### src/rtl/aer_pkg.sv
// aer_pkg: shared FSM encoding, width helpers and bit-scan functions for the AER encoder
package aer_pkg;
  localparam int max_tile = 64;
  typedef enum logic {IDLE = 1'b0, EMIT = 1'b1} aer_state_t;
  function automatic int sel_width(int n);
    return $clog2(n);
  endfunction
  function automatic int addr_width(int id_w, int n);
    return id_w + $clog2(n);
  endfunction
  function automatic int lowest_set(logic [max_tile-1:0] v);
    int r;
    r = 0;
    for (int i = max_tile - 1; i >= 0; i--)
      if (v[i]) r = i;
    return r;
  endfunction
  function automatic logic is_onehot(logic [max_tile-1:0] v);
    return (v != '0) && ((v & (v - 1'b1)) == '0);
  endfunction
endpackage

### src/rtl/spike_vec_fifo.sv
// spike_vec_fifo: small registered vector FIFO with occupancy count, sync active-low reset
module spike_vec_fifo #(
  parameter int width = 4,
  parameter int depth = 4
) (
  input  logic                   clk,
  input  logic                   reset,
  input  logic                   push,
  input  logic [width-1:0]       din,
  input  logic                   pop,
  output logic [width-1:0]       dout,
  output logic [$clog2(depth):0] count,
  output logic                   full,
  output logic                   empty
);
  localparam int aw = $clog2(depth);
  logic [width-1:0] mem [depth];
  logic [aw-1:0] wp, rp;
  logic do_push, do_pop;
  assign full    = count == (aw+1)'(depth);
  assign empty   = count == '0;
  assign do_push = push && !full;
  assign do_pop  = pop && !empty;
  assign dout    = mem[rp];
  always_ff @(posedge clk)
    if (do_push) mem[wp] <= din;
  always_ff @(posedge clk) begin
    if (!reset) begin
      wp    <= '0;
      rp    <= '0;
      count <= '0;
    end else begin
      if (do_push) wp <= wp + 1'b1;
      if (do_pop) rp <= rp + 1'b1;
      count <= count + (aw+1)'(do_push) - (aw+1)'(do_pop);
    end
  end
endmodule

### src/rtl/spike_aer_encoder.sv
// spike_aer_encoder: buffers tile spike vectors and serializes set bits into {tile_id, index} AER words
module spike_aer_encoder
  import aer_pkg::*;
#(
  parameter int size_tile    = 4,
  parameter int size_tile_id = 4,
  parameter int tile_id      = 0,
  parameter int fifo_depth   = 4
) (
  input  logic                                          clk,
  input  logic                                          reset,
  input  logic                                          in_spikeValid,
  input  logic [size_tile-1:0]                          in_spike,
  input  logic                                          out_ready,
  output logic                                          out_valid,
  output logic [addr_width(size_tile_id, size_tile)-1:0] out_addr,
  output logic                                          out_last,
  output logic                                          overflow,
  output logic                                          busy
);
  localparam int size_select = sel_width(size_tile);
  aer_state_t state, state_n;
  logic [size_tile-1:0] w, w_src, dout;
  logic [$clog2(fifo_depth):0] fifo_count;
  logic full, empty, cap, pop, upd;
  assign cap = in_spikeValid && (in_spike != '0);
  spike_vec_fifo #(.width(size_tile), .depth(fifo_depth)) u_fifo (
    .clk(clk), .reset(reset), .push(cap && !full), .din(in_spike), .pop(pop),
    .dout(dout), .count(fifo_count), .full(full), .empty(empty)
  );
  always_comb begin
    pop     = (state == IDLE) && !empty;
    upd     = pop || ((state == EMIT) && out_ready);
    w_src   = pop ? dout : w & ~(size_tile'(1) << out_addr[size_select-1:0]);
    state_n = pop ? EMIT : ((state == EMIT) && out_ready && out_last) ? IDLE : state;
  end
  // out_addr/out_last are recomputed from the value w takes at this edge, so they stay registered
  always_ff @(posedge clk) begin
    if (!reset) begin
      state    <= IDLE;
      w        <= '0;
      out_addr <= '0;
      out_last <= 1'b0;
      overflow <= 1'b0;
    end else begin
      state <= state_n;
      if (upd) begin
        w        <= w_src;
        out_addr <= {size_tile_id'(tile_id), size_select'(lowest_set(max_tile'(w_src)))};
        out_last <= is_onehot(max_tile'(w_src));
      end
      if (cap && full) overflow <= 1'b1;
    end
  end
  assign out_valid = state == EMIT;
  assign busy      = (fifo_count != '0) || (state != IDLE);
endmodule

### config.mk
export PLATFORM = sky130hd
export DESIGN_NAME = spike_aer_encoder
export DESIGN_NICKNAME = d
export VERILOG_FILES = /design/src/rtl/aer_pkg.sv /design/src/rtl/spike_vec_fifo.sv /design/src/rtl/spike_aer_encoder.sv
export SDC_FILE = /design/constraint.sdc
export NUM_CORES = 1
export LEC_CHECK = 0
export ABC_AREA = 1
export BUFFER_PORTS_ARGS = -buffer_cell sky130_fd_sc_hd__buf_2
export CAP_MARGIN = 15
export CORE_ASPECT_RATIO = 0.7
export CORE_MARGIN = 2
export CORE_UTILIZATION = 54
export CTS_BUF_LIST = sky130_fd_sc_hd__clkbuf_2 sky130_fd_sc_hd__clkbuf_4 sky130_fd_sc_hd__clkbuf_8
export DETAILED_ROUTE_END_ITERATION = 10
export PLACE_DENSITY = 0.74
export SYNTH_ARGS = -nofsm -noshare
export SYNTH_HDL_FRONTEND = slang
export SYNTH_SLANG_ARGS = --single-unit
### constraint.sdc
create_clock -name clk -period 2.1 [get_ports clk]
set_clock_uncertainty 0.2 [all_clocks]
set_input_delay 0 -clock clk [delete_from_list [all_inputs] [get_ports clk]]
set_output_delay 0 -clock clk [all_outputs]
set_load 0.02 [all_outputs]
==> run_summary.xml <==
<?xml version="1.0" encoding="UTF-8"?>
<metrics>
  <group name="detailed_routing">
    <metric name="detailedRoute.firstPassIterationCount" unit="">4</metric>
    <metric name="drc" unit="">0</metric>
    <metric name="route.detailed.wl_per_inst" unit="um">12.5</metric>
    <metric name="wirelength" unit="um">3300</metric>
    <metric name="drt_iter0_drc" unit="">124</metric>
    <metric name="vias" unit="">1315</metric>
    <metric name="final_antenna_violating_net_count" unit="">0</metric>
    <metric name="drt-vias-per-instance" unit="">5.00</metric>
  </group>
  <group name="setup_path">
    <metric name="critPathKind" unit="">flop to flop</metric>
    <metric name="worst_stage_delay_on_the_critical_path" unit="ns">0.37</metric>
    <metric name="worstSetupEndpointType" unit="">flop</metric>
    <metric name="timing.critical_path.arrival" unit="ns">2.02</metric>
    <metric name="reg2reg_setup_slack" unit="ns">0.1</metric>
    <metric name="path_cells" unit="">nor2_4 &gt; a21oi_4 &gt; ha_1 &gt; inv_1 &gt; ha_2 &gt; fa_2 &gt; and3_4 &gt; nor3_2</metric>
    <metric name="worstReg2RegStart" unit="">u_fifo.count[1]$_SDFF_PN0_</metric>
    <metric name="start_kind" unit="">flop</metric>
    <metric name="cp.required" unit="ns">2.12</metric>
    <metric name="worstPathMaxFanout" unit="">3</metric>
    <metric name="worst-r2r-cell-count" unit="">8</metric>
    <metric name="cp_slowest_cell" unit="">sky130_fd_sc_hd__fa_2</metric>
    <metric name="r2r_end" unit="">u_fifo.count[2]$_SDFF_PN0_</metric>
  </group>
  <group name="power">
    <metric name="irDropWorstVdd" unit="V">0.000933</metric>
    <metric name="cellPowerDensity" unit="nW/um2">1520</metric>
    <metric name="p_leak" unit="nW">0.922</metric>
  </group>
  <group name="timing">
    <metric name="fin_hold_ws" unit="ns">0.276</metric>
    <metric name="report.final.hold_viol_count" unit="">0</metric>
    <metric name="drv_slew" unit="">0</metric>
    <metric name="timing.final.ws_setup" unit="ns">0.0999</metric>
    <metric name="final-setup-viol-count" unit="">0</metric>
    <metric name="final.period_utilization" unit="">0.952</metric>
    <metric name="max_freq" unit="MHz">500</metric>
    <metric name="min_period" unit="ns">2.00</metric>
  </group>
  <group name="clock_tree">
    <metric name="clkTransAtPathRegs" unit="ns">0.07</metric>
    <metric name="cts_inserted_buffers" unit="">5</metric>
    <metric name="tritoncts_clock_tree" unit="">built</metric>
    <metric name="ctsRootBufferMaster" unit="">sky130_fd_sc_hd__clkbuf_8</metric>
    <metric name="clock_sink_count" unit="">34</metric>
    <metric name="cts-root-to-sink-buffers" unit="">2</metric>
    <metric name="clkLatencyLatePin" unit="ns">0.29</metric>
    <metric name="clock_tree.htree_level_count" unit="">2</metric>
  </group>
  <group name="floorplan">
    <metric name="ioPinCount" unit="">18</metric>
    <metric name="die_height" unit="um">50.6</metric>
    <metric name="core_area" unit="um2">2860</metric>
    <metric name="floorplan.die_area" unit="um2">3570</metric>
    <metric name="starting_density_of_the_core" unit="">0.584</metric>
    <metric name="placement_rows" unit="">16</metric>
    <metric name="die-width" unit="um">70.5</metric>
  </group>
  <group name="logic_synthesis">
    <metric name="seq_area_frac_synth" unit="">0.503</metric>
    <metric name="postSynthRegisterBits" unit="">34</metric>
    <metric name="syn-mean-instance-area" unit="um2">8.32</metric>
    <metric name="ys.warnings.count" unit="">0</metric>
    <metric name="synth_area" unit="um2">1670</metric>
    <metric name="synthDistinctLibCells" unit="">29</metric>
    <metric name="synth_cells" unit="">201</metric>
  </group>
  <group name="global_routing">
    <metric name="grt_util_all_layers" unit="">0.199</metric>
    <metric name="overflow" unit="">0</metric>
    <metric name="grt_first_pass_wirelength" unit="um">5330</metric>
    <metric name="globalRouteMet3Util" unit="">0.0663</metric>
    <metric name="via_count_of_the_first_global_routing_pass" unit="">1180</metric>
    <metric name="grt_max_degree" unit="">13</metric>
    <metric name="met1_usage_in_global_routing" unit="">0.240</metric>
    <metric name="use_met2" unit="">0.332</metric>
    <metric name="antenna_found_initial" unit="">0</metric>
    <metric name="gr-max-usage-layer" unit="">met2</metric>
  </group>
  <group name="cells_and_area">
    <metric name="layout-drive-gt1-share" unit="">0.194</metric>
    <metric name="insertedDiodeCount" unit="">0</metric>
    <metric name="layout-area-overhead-vs-synth" unit="%">17.4</metric>
    <metric name="layout_common_cells" unit="">sky130_fd_sc_hd__nand2_1 (61), sky130_fd_sc_hd__inv_1 (27), sky130_fd_sc_hd__edfxtp_1 (16)</metric>
    <metric name="commonest_non_fill_non_tap_cell_in_the_layout" unit="">sky130_fd_sc_hd__nand2_1</metric>
    <metric name="fin_nets" unit="">241</metric>
    <metric name="nFillCells" unit="">225</metric>
  </group>
  <group name="outcome">
    <metric name="outcome" unit="">finished clean</metric>
  </group>
  <group name="job">
    <metric name="drv_cap" unit="">0</metric>
  </group>
  <group name="place">
    <metric name="port_buffers" unit="">13</metric>
    <metric name="gpl.final_weighted_congestion" unit="">0.905</metric>
    <metric name="preCtsSetupSlack" unit="ns">0.0751</metric>
    <metric name="dpl.hpwl" unit="um">2270</metric>
  </group>
  <group name="worst_hold_path">
    <metric name="cell_count_of_the_worst_hold_path" unit="">2</metric>
    <metric name="hold_start" unit="">u_fifo.rp[1]$_SDFFE_PN0P_</metric>
    <metric name="holdCritPathClass" unit="">flop to flop</metric>
  </group>
</metrics>
[synth_stat cells]
cell / number / area share
sky130_fd_sc_hd__conb_1: 1 / 0.0022
sky130_fd_sc_hd__clkbuf_1: 1 / 0.0022
sky130_fd_sc_hd__buf_2: 1 / 0.0030
sky130_fd_sc_hd__o21ai_0: 6 / 0.018
sky130_fd_sc_hd__and3_1: 1 / 0.0037
sky130_fd_sc_hd__nor2_2: 1 / 0.0037
sky130_fd_sc_hd__a21oi_2: 1 / 0.0052
sky130_fd_sc_hd__nand3_1: 7 / 0.021
sky130_fd_sc_hd__dfxtp_1: 18 / 0.22
sky130_fd_sc_hd__fa_1: 1 / 0.012
sky130_fd_sc_hd__nand3_2: 1 / 0.0060
sky130_fd_sc_hd__buf_6: 2 / 0.013
sky130_fd_sc_hd__nand2_1: 61 / 0.14
sky130_fd_sc_hd__nand2_2: 3 / 0.011
sky130_fd_sc_hd__o21ai_1: 2 / 0.0060
sky130_fd_sc_hd__a21oi_4: 1 / 0.0097
sky130_fd_sc_hd__inv_4: 1 / 0.0037
sky130_fd_sc_hd__inv_1: 27 / 0.061
sky130_fd_sc_hd__edfxtp_1: 16 / 0.29
sky130_fd_sc_hd__a21oi_1: 15 / 0.045
sky130_fd_sc_hd__nor3_1: 1 / 0.0030
sky130_fd_sc_hd__nor2_4: 1 / 0.0067
sky130_fd_sc_hd__ha_1: 6 / 0.045
sky130_fd_sc_hd__a31oi_1: 1 / 0.0037
sky130_fd_sc_hd__nor2_1: 12 / 0.027
sky130_fd_sc_hd__buf_4: 4 / 0.018
sky130_fd_sc_hd__inv_2: 4 / 0.0090
sky130_fd_sc_hd__nand2b_1: 1 / 0.0037
sky130_fd_sc_hd__o211ai_1: 4 / 0.018
[layout make-up]
| type | instances | area (um2) | area share |
|---|---|---|---|
| multi-input combinational | 130 | 674 | 0.343 |
| tap | 36 | 45.0 | 0.0229 |
| clock inverter | 1 | 30.0 | 0.0153 |
| clock buffer | 7 | 90.1 | 0.0459 |
| timing repair buffer | 23 | 158 | 0.0803 |
| inverter | 32 | 123 | 0.0624 |
| sequential | 34 | 845 | 0.430 |
[registers in the layout (all words and copies together) (netlist names), named ones only]
name,count
u_fifo.count,3
u_fifo.mem,16
out_valid,1
out_addr,2
u_fifo.rp,2
w,4
out_last,1
overflow,1
u_fifo.wp,2
[repair_timing]
action | in CTS | in global routing
gates resized for setup | 0 | 5
endpoints found under the setup margin | 0 | 1
endpoints found under the hold margin | 32 | 0
buffers inserted | 0 | 1
hold buffers | 7 | 0
[metal layers]
metal	vias to the layer above	routed length (um)
li1	674	-
met1	604	1490
met2	30	1590
met3	7	164
met4	0	53
met5	-	0
[worst max-delay path, delay by kind of cell (launching register included)]
family	cells	cell delay (ns)
AO/OA/AOI/OAI	1	0.07
flip-flops	1	0.34
buffers and inverters	1	0.04
AND/OR/NAND/NOR	3	0.46
adder cells (fa/ha/maj)	3	0.82
[cell families after synthesis]
family,after synthesis,synth area share
compound gates,30,0.105
fa+ha+maj,7,0.0568
buf+inv,40,0.110
flops,34,0.503
other cells,1,0.00224
simple gates,89,0.223
[report_power, final]
part / switching [mW] / leakage (nW) / total, mW / internal, mW
Combinational: 0.851 / 0.564 / 1.36 / 0.506
Sequential: 0.141 / 0.296 / 1.00 / 0.860
Clock: 0.228 / 0.0619 / 0.627 / 0.399
Total: 1.22 / 0.922 / 2.98 / 1.77
[through the flow]
step	total power [mW]	std cells	util	cell area, um2	setup TNS, ns
6_report	2.98	263	0.686	1960	0
5_1_grt	3.22	263	0.686	1960	-0.00637
4_1_cts	2.92	262	0.678	1940	0
3_5_place_dp	2.27	247	0.612	1750	0
3_3_place_gp	2.22	247	0.612	1750	0
2_1_floorplan	2.01	204	-	1690	0
[worst max path at each step]
stage                                     from                          to  depth (start not counted)  slack (ns)
floorplan           u_fifo.count[0]$_SDFF_PN0_  u_fifo.count[2]$_SDFF_PN0_                          9        0.04
global placement    u_fifo.count[0]$_SDFF_PN0_  u_fifo.count[2]$_SDFF_PN0_                          8        0.15
detailed placement  u_fifo.count[0]$_SDFF_PN0_  u_fifo.count[2]$_SDFF_PN0_                          8        0.08
CTS                 u_fifo.count[0]$_SDFF_PN0_  u_fifo.count[2]$_SDFF_PN0_                          8        0.05
global route        u_fifo.count[1]$_SDFF_PN0_  u_fifo.count[2]$_SDFF_PN0_                          8      -0.006
finish              u_fifo.count[1]$_SDFF_PN0_  u_fifo.count[2]$_SDFF_PN0_                          8         0.1
Power figures use the tool's default switching activity.
